[src/rtl/bcd_updown_counter.sv]
// bcd_updown_counter: multi-digit BCD up/down counter with a programmable
// inclusive BCD limit, wrap or saturate at the bounds, synchronous load with
// validity check, and registered active-low seven-segment outputs.
// Optional build macro: LEADING_ZERO_BLANK_EN blanks leading zero digits
// (digit 0 is always shown).
module bcd_updown_counter #(
   parameter int unsigned DIGITS = 3
) (
   input  logic                  clk,
   input  logic                  rst,
   input  logic                  tick,
   input  logic                  en,
   input  logic                  up_dn,
   input  logic                  sat,
   input  logic                  load,
   input  logic [4*DIGITS-1:0]   load_val,
   input  logic [4*DIGITS-1:0]   limit,
   output logic [4*DIGITS-1:0]   count_bcd,
   output logic [7*DIGITS-1:0]   seg,
   output logic                  tc,
   output logic                  load_err
);

   localparam int unsigned W  = 4 * DIGITS;
   localparam int unsigned SW = 7 * DIGITS;

   // Active-low pattern for one BCD digit (bit0 = a ... bit6 = g).
   function automatic logic [6:0] seg_decode(input logic [3:0] d);
      logic [6:0] p;
      case (d)
         4'd0:    p = 7'h40;
         4'd1:    p = 7'h79;
         4'd2:    p = 7'h24;
         4'd3:    p = 7'h30;
         4'd4:    p = 7'h19;
         4'd5:    p = 7'h12;
         4'd6:    p = 7'h02;
         4'd7:    p = 7'h78;
         4'd8:    p = 7'h00;
         4'd9:    p = 7'h10;
         default: p = 7'h7F;
      endcase
      return p;
   endfunction

   // Display pattern for a count of zero, used as the reset value of seg.
   function automatic logic [SW-1:0] seg_rst_val();
      logic [SW-1:0] v;
      v = '1;
      for (int unsigned i = 0; i < DIGITS; i++) begin
`ifdef LEADING_ZERO_BLANK_EN
         v[7*i +: 7] = (i == 0) ? 7'h40 : 7'h7F;
`else
         v[7*i +: 7] = 7'h40;
`endif
      end
      return v;
   endfunction

   localparam logic [SW-1:0] SEG_RST = seg_rst_val();

   logic [W-1:0]  count_q, count_d;
   logic [SW-1:0] seg_q, seg_d;
   logic          tc_q, tc_d;
   logic          load_err_q, load_err_d;

   logic          load_ok;
   logic          at_top;
   logic          at_zero;
   logic [W-1:0]  inc_val;
   logic [W-1:0]  dec_val;

   // Load is accepted only for valid BCD not above the limit.
   always_comb begin
      load_ok = 1'b1;
      for (int unsigned i = 0; i < DIGITS; i++) begin
         if (load_val[4*i +: 4] > 4'd9) load_ok = 1'b0;
      end
      // Once every digit is 0..9, an unsigned compare of the packed vector
      // is exactly an MSD-first digit-wise BCD compare.
      if (load_val > limit) load_ok = 1'b0;
   end

   // Bound detection for up and down steps.
   always_comb begin
      at_top  = (count_q >= limit);
      at_zero = (count_q == '0);
   end

   // Per-digit BCD increment (9->0 carry) and decrement (0->9 borrow) ripples.
   always_comb begin
      logic carry;
      logic borrow;
      carry   = 1'b1;
      borrow  = 1'b1;
      inc_val = count_q;
      dec_val = count_q;
      for (int unsigned i = 0; i < DIGITS; i++) begin
         if (carry) begin
            if (count_q[4*i +: 4] == 4'd9) begin
               inc_val[4*i +: 4] = 4'd0;
            end else begin
               inc_val[4*i +: 4] = count_q[4*i +: 4] + 4'd1;
               carry             = 1'b0;
            end
         end
         if (borrow) begin
            if (count_q[4*i +: 4] == 4'd0) begin
               dec_val[4*i +: 4] = 4'd9;
            end else begin
               dec_val[4*i +: 4] = count_q[4*i +: 4] - 4'd1;
               borrow            = 1'b0;
            end
         end
      end
   end

   // Next count and pulses: load beats step, step beats hold.
   always_comb begin
      count_d    = count_q;
      tc_d       = 1'b0;
      load_err_d = 1'b0;
      if (load) begin
         if (load_ok) count_d = load_val;
         else         load_err_d = 1'b1;
      end else if (tick && en) begin
         if (up_dn) begin
            if (at_top) begin
               tc_d = 1'b1;
               if (!sat) count_d = '0;
            end else begin
               count_d = inc_val;
            end
         end else begin
            if (at_zero) begin
               tc_d = 1'b1;
               if (!sat) count_d = limit;
            end else begin
               count_d = dec_val;
            end
         end
      end
   end

   // Segment decode of the current count, registered one cycle later.
   always_comb begin
`ifdef LEADING_ZERO_BLANK_EN
      logic lead;
      lead = 1'b1;
`endif
      seg_d = '1;
      // Walk MSD first so leading zeros can be tracked across digits.
      for (int unsigned j = 0; j < DIGITS; j++) begin
`ifdef LEADING_ZERO_BLANK_EN
         if (lead && (DIGITS - 1 - j) != 0 && count_q[4*(DIGITS-1-j) +: 4] == 4'd0) begin
            seg_d[7*(DIGITS-1-j) +: 7] = 7'h7F;
         end else begin
            lead = 1'b0;
            seg_d[7*(DIGITS-1-j) +: 7] = seg_decode(count_q[4*(DIGITS-1-j) +: 4]);
         end
`else
         seg_d[7*(DIGITS-1-j) +: 7] = seg_decode(count_q[4*(DIGITS-1-j) +: 4]);
`endif
      end
   end

   // State registers with asynchronous active-high reset.
   always_ff @(posedge clk or posedge rst) begin
      if (rst) begin
         count_q    <= '0;
         seg_q      <= SEG_RST;
         tc_q       <= 1'b0;
         load_err_q <= 1'b0;
      end else begin
         count_q    <= count_d;
         seg_q      <= seg_d;
         tc_q       <= tc_d;
         load_err_q <= load_err_d;
      end
   end

   assign count_bcd = count_q;
   assign seg       = seg_q;
   assign tc        = tc_q;
   assign load_err  = load_err_q;

endmodule
[config.mk]
export PLATFORM = sky130hd
export DESIGN_NAME = bcd_updown_counter
export DESIGN_NICKNAME = d
export VERILOG_FILES = /design/src/rtl/bcd_updown_counter.sv
export SDC_FILE = /design/constraint.sdc
export NUM_CORES = 1
export LEC_CHECK = 0
export ABC_AREA = 1
export CAP_MARGIN = 20
export CORE_MARGIN = 3
export CORE_UTILIZATION = 53
export CTS_BUF_LIST = sky130_fd_sc_hd__clkbuf_4
export DETAILED_ROUTE_END_ITERATION = 7
export PLACE_DENSITY = 0.87
export SLEW_MARGIN = 0
export SYNTH_ARGS = -nofsm -noshare
export SYNTH_HDL_FRONTEND = slang
export SYNTH_SLANG_ARGS = --single-unit
export TNS_END_PERCENT = 20
[constraint.sdc]
create_clock -name clk -period 2.7 [get_ports clk]
set_clock_uncertainty 0.2 [all_clocks]
set_input_delay 0.81 -clock clk [delete_from_list [all_inputs] [get_ports clk]]
set_output_delay 0.81 -clock clk [all_outputs]
set_load 0.005 [all_outputs]
Word level (Yosys, flattened, before mapping) --
Memories as Yosys holds them, arrays and structs flattened. A register that Yosys moved wholly into a read port is not among the register bits. Index checks and enable logic that the tools add are counted.
Word-level totals: register bits after elaboration 14, memory bits (read-only) 336, input port bits 31, logic and storage cells 73, memories 3
Memories:
- (name not given) | depth 16, bits a word 7, rd ports 1, clocked after memory_dff 1, write ports 0, line 30 | case (d)
- (name not given) | depth 16, bits a word 7, rd ports 1, clocked after memory_dff 1, write ports 0, line 30
- (name not given) | depth 16, bits a word 7, rd ports 1, clocked after memory_dff 1, write ports 0, line 30
Cells by class: add/sub/neg operators 6, $lt $le $gt $ge 5, eq/ne operators 8, mux-type cells 35, reduce and logical (&&, ||, !) cells 11
Operators by type and width (count):
- $mux W12 | 8
- $mux W4 | 10
- $mux W1 | 17
- $add A4 B1 Y4 const B | 3
- $eq A4 B4 Y1 const B | 3
- $ge A12 B12 Y1 | 1
- $gt A12 B12 Y1 | 1
- $gt A4 B4 Y1 const B | 3
- $logic_not A12 Y1 | 1
- $logic_not A4 Y1 | 3
- $reduce_and A6 Y1 | 2
- $sub A4 B1 Y4 const B | 3
- $ne A4 B1 Y1 const B | 2
- $ne A4 B4 Y1 const B | 2
- $reduce_bool A4 Y1 | 2
- $reduce_and A4 Y1 | 1
- $ne A2 B1 Y1 const B | 1
- $reduce_bool A2 Y1 | 1
- $logic_and A1 B1 Y1 | 1

Longest topological paths before layout --
depth after elaboration 8, mapped depth 15, depth with buffers taken out 15

Worst setup path after synthesis --
No wires, ideal clock.
kind input-to-reg, from in limit[11], to reg count_q[11] (netlist: count_bcd[11]), setup time 0.065 ns, arrival 2.284 ns, path slack 0.151 ns, cell stages on the path 14, path buffers 1, path through inv_1 ha_1 nand2_1 inv_2 nand2_2 nand2_2 a21oi_4 nand3_4 nand2_4 nand2_4 nor2_8 buf_12 nand3_1 nand2_1
On the way: cells in the longest elaborated chain, start to end 5
Ends and longest elaborated chain:
- start: declaration | line 17 | input logic [4*DIGITS-1:0] limit,
- $ge A12 B12 Y1 / $mux W12 (equally long branches) | line 86, 137
- $mux W12 (on tied branches) | line 128, 135
- $mux W12 | line 127 | if (up_dn) begin
- $mux W12 | line 126 | end else if (tick && en) begin
- $mux W12 | line 123 | if (load) begin
- end signal: assignment | line 175 | count_q <= count_d;
- end: declaration | line 62 | logic [W-1:0] count_q, count_d;
Several ways; a longest one is shown, not always the timed one. The select of a mux whose other input is x is not followed. A chain may end at the register's enable or synchronous reset.

Worst setup path in the final report --
from in load_val[5], to reg count_q[4] (netlist: count_bcd[4])
On the way: cells in the longest elaborated chain, start to end 6
Ends and longest elaborated chain:
- start: declaration | line 16 | input logic [4*DIGITS-1:0] load_val,
- $gt A4 B4 Y1 | line 77 | if (load_val[4*i +: 4] > 4'd9) load_ok = 1'b0;
- $mux W1 (2 in series) | line 77
- $mux W1 * | line 81 | if (load_val > limit) load_ok = 1'b0;
- $ne A2 B1 Y1 (no source line) *
- $reduce_and A6 Y1 (no source line) *
Mark *: on every way between the ends. The rest lies on a longest branch, timed or not.

==> results by group <==
Run status
  • Status: complete, no violations

CTS
  • Clock transition at path regs: ~0.10 ns
  • Clock tree sinks: 35
  • Clock Tree Root: clkbuf_4
  • Clk_lat worst skew: roughly 0.35 ns
  • H-tree Lvls: 2
  • CTS Buf Count: 5
  • CTS tree: built
  • Max Buffers Root-to-Sink: 2

Cells and area
  • Layout cells sized above 1: roughly 25%
  • Layout area overhead: 45.1%
  • Final Non-Filler Cells: approximately 600
  • Antenna Cells: 0
  • Layout Cell Area excl Fill: between 4000 and 5000 um^2
  • Fillers: about 350
  • Final nets: 615

Detailed routing
  • Vias post-DR: ~3.4k
  • Post-route ant nets: 0
  • Final wirelength: 9530 um
  • Drt first pass iters: 5
  • Routed WL per cell: 15.4 um
  • Drt drc: 0
  • Vias per cell: around 5.6
  • 1st-iter DRT viols: about 300

Worst setup path
  • Worst Path Required: 2.74 ns
  • CP endpoint kind: flip-flop
  • Crit. Startpoint: load_val[5]
  • Critical path class: in -> reg
  • Worst Setup Start Kind: input pin
  • Crit-path max FO: 3
  • Reg-to-Reg Start: count_bcd[1]
  • CP arrival: about 2.7 ns

Floorplanning
  • Die area: 6810 um^2
  • Die width: 82.5 um
  • Initial Utilization: between 50% and 60%
  • Core Region: about 5600 um^2
  • Boundary pin count: 66
  • Row count: 27
  • Chip Height: around 83 um

Power and ir drop
  • Flop pwr share: between 20% and 30%
  • P_leak: 0.00232 uW
  • Int Pwr: between 2000 and 2500 uW
  • Switching Fraction: a little under half
  • Comb power frac: about two thirds
  • Peak supply drop: between 0.4 and 0.5 mV
  • P_sw: approximately 1800 uW
  • Total power draw: approximately 3900 uW
  • Clock power share: under 10%
  • Pwr Density: 857 nW/um^2

Global route
  • Vias in the first global route: roughly 3.2k
  • Total grt overflow: 0
  • Initial antenna violation count: 0
  • Pin count of the biggest net entering global routing: 36
  • First-pass GRT wire length: ~15000 um
  • Global Route Usage Sum: 28.6%

Job
  • Max-cap violations: 0

Yosys
  • Register area share after synthesis: between 20 and 30%
  • Synthesized flop and latch total: 35
  • Ys async rst share: 100%
  • Commonest register cell after synthesis: dfrtp_1
  • Synth Instances: about 420
  • Synthesized area: around 3100 um^2
  • Syn avg cell area: between 7 and 8 um^2
  • Number of distinct library cells after synthesis: 36
  • Syn Nets: approximately 500
  • Synth warn: 0
  • Post-synth EDFFs: 0

Hold path
  • Hold_sp: count_bcd[10]
  • Worst hold path type: reg -> reg

STA
  • Transition time of the tightest slew-check pin: around 0.6 ns
  • Final setup violating endpoints: 0
  • FMAX: 374 MHz
  • Slew margin rel.: 60.7%
  • Final hold slack: ~0.37 ns
  • Final Hold Fails: 0
  • Tmin final: 2.67 ns
  • Slew Viols, Final: 0
  • Final Cycle Share: a little over nine tenths
  • Total negative slack: 0 ns

Placement
  • Buffers on Ports: 65
  • DP HPWL: 7070 um
  • Gpl congestion: between 0.9 and 1
  • DP Area: roughly 4100 um^2
  • Placed Cells: approximately 600
==> cell usage in the layout (no fill, tap or decap), drive strengths merged <==
cell type      Yosys  routed
and3               1       1
a21oi             24      24
dlymetal6s2s       0       4
nand4              8       8
nand3             41      41
clkbuf             2       6
ha                39      39
dfrtp             32      32
xor2               3       3
o211ai             4       4
dfstp              3       3
dlygate4sd2        0       8
inv               65      65
a21boi             2       2
clkinv             0       2
a2bb2oi            1       1
o22ai              2       2
nand2            116     116
o21ai             34      34
nor2              37      38
buf                7      57
a21o               1       1
o221ai             1       1
a22oi              1       1
clkdlybuf4s50      0      53
==> synth_stat cells, types with 2 or more instances <==
| cell type | number | share of area (%) |
|---|---|---|
| inv_2 | 3 | 0.36 |
| nand2_2 | 3 | 0.61 |
| buf_2 | 4 | 0.65 |
| clkbuf_1 | 2 | 0.24 |
| nand3_2 | 7 | 2.3 |
| nor2_8 | 2 | 1.3 |
| nand4_1 | 8 | 1.6 |
| inv_1 | 62 | 7.5 |
| o21ai_0 | 31 | 5.0 |
| ha_1 | 39 | 16 |
| a21oi_4 | 2 | 1.0 |
| nor2_4 | 4 | 1.5 |
| nand2_4 | 3 | 1.1 |
| o211ai_1 | 4 | 0.97 |
| o21ai_2 | 2 | 0.56 |
| dfrtp_1 | 32 | 26 |
| xor2_1 | 3 | 0.85 |
| nand3_1 | 33 | 5.3 |
| a21oi_1 | 22 | 3.5 |
| nand2_1 | 110 | 13 |
| dfstp_2 | 3 | 2.5 |
| nor2_2 | 3 | 0.61 |
| o22ai_1 | 2 | 0.40 |
| nor2_1 | 28 | 3.4 |
==> worst paths after layout <==
path	end	slack, ns	depth (start not counted)
setup / recovery	count_bcd[4]	0.03	12
hold / removal	count_bcd[10]	0.37	2
setup reg to reg	count_bcd[5]	0.19	10
hold reg to reg	count_bcd[10]	0.37	2
max in group asynchronous	seg[13]	1.30	3
min in group asynchronous	seg[9]	0.64	3
==> final cells by class <==
type | instances | area [um^2] | area share, %
repair buffers | 122 | 1090 | 24.3
multi-input cells | 316 | 2140 | 47.5
clock buffers | 6 | 45.0 | 1.00
well taps | 72 | 90.1 | 2.00
flip-flops and latches | 35 | 880 | 19.5
clock inverters | 2 | 8.76 | 0.195
inverters | 65 | 244 | 5.42
==> critical path, cell delays in order <==
cell	delay, ns
clkdlybuf4s50_1	0.47
ha_4	0.30
nand4_1	0.16
nor2_2	0.15
nand2_1	0.08
nand3_2	0.06
nand2_2	0.07
a21oi_4	0.26
nor2_4	0.08
buf_6	0.14
nand3_2	0.06
nand2_1	0.07
==> metal layers <==
| layer | vias to the layer above | GRT usage [%] | wire length, um |
|---|---|---|---|
| met1 | 1586 | 35.9 | 3630 |
| met2 | 196 | 49.1 | 4760 |
| li1 | 1624 | - | - |
| met4 | 0 | 11.1 | 299 |
| met3 | 30 | 4.23 | 839 |
| met5 | - | 0 | 0 |
==> power by group through the flow <==
stage | Sequential [uW] | Combinational (uW) | Clock [uW]
after CTS | 980 | 2440 | 284
final | 990 | 2580 | 281
after floorplan | 991 | 1310 | 0
after global placement | 979 | 2290 | 0
after detailed placement | 987 | 2360 | 0
after global routing | 1020 | 2880 | 316
==> state kept, by name (all words and copies together), names as in the netlist <==
name	count
seg	21
count_bcd	12
tc	1
load_err	1
==> per-stage QoR <==
stage | utilization (%) | setup WS, ns
floorplan | - | 0.151
global placement | 74.3 | -0.507
detailed placement | 74.3 | -0.528
CTS | 77.9 | 0.000530
global route | 80.7 | -0.0545
finish | 80.7 | 0.0275
==> repair_timing <==
item / in CTS / in global routing
pin swaps: 16 / 17
hold buffers: 0 / 0
gates resized for setup: 31 / 26
gates cloned: 1 / 0
endpoints found under the setup margin: 12 / 12
buffers inserted: 4 / 4
==> cell families (layout without fill, tap and decap cells) <==
kind of cell / Yosys count / after routing / share of synthesized area [%]
flip-flops: 35 / 35 / 28.4
XOR/XNOR: 3 / 3 / 0.847
AND/OR/NAND/NOR: 203 / 204 / 31.7
AO/OA/AOI/OAI: 70 / 70 / 13.4
adder cells (fa/ha/maj): 39 / 39 / 15.7
buffers and inverters: 74 / 195 / 10.0
No activity file was read; power rests on OpenSTA's default activity.
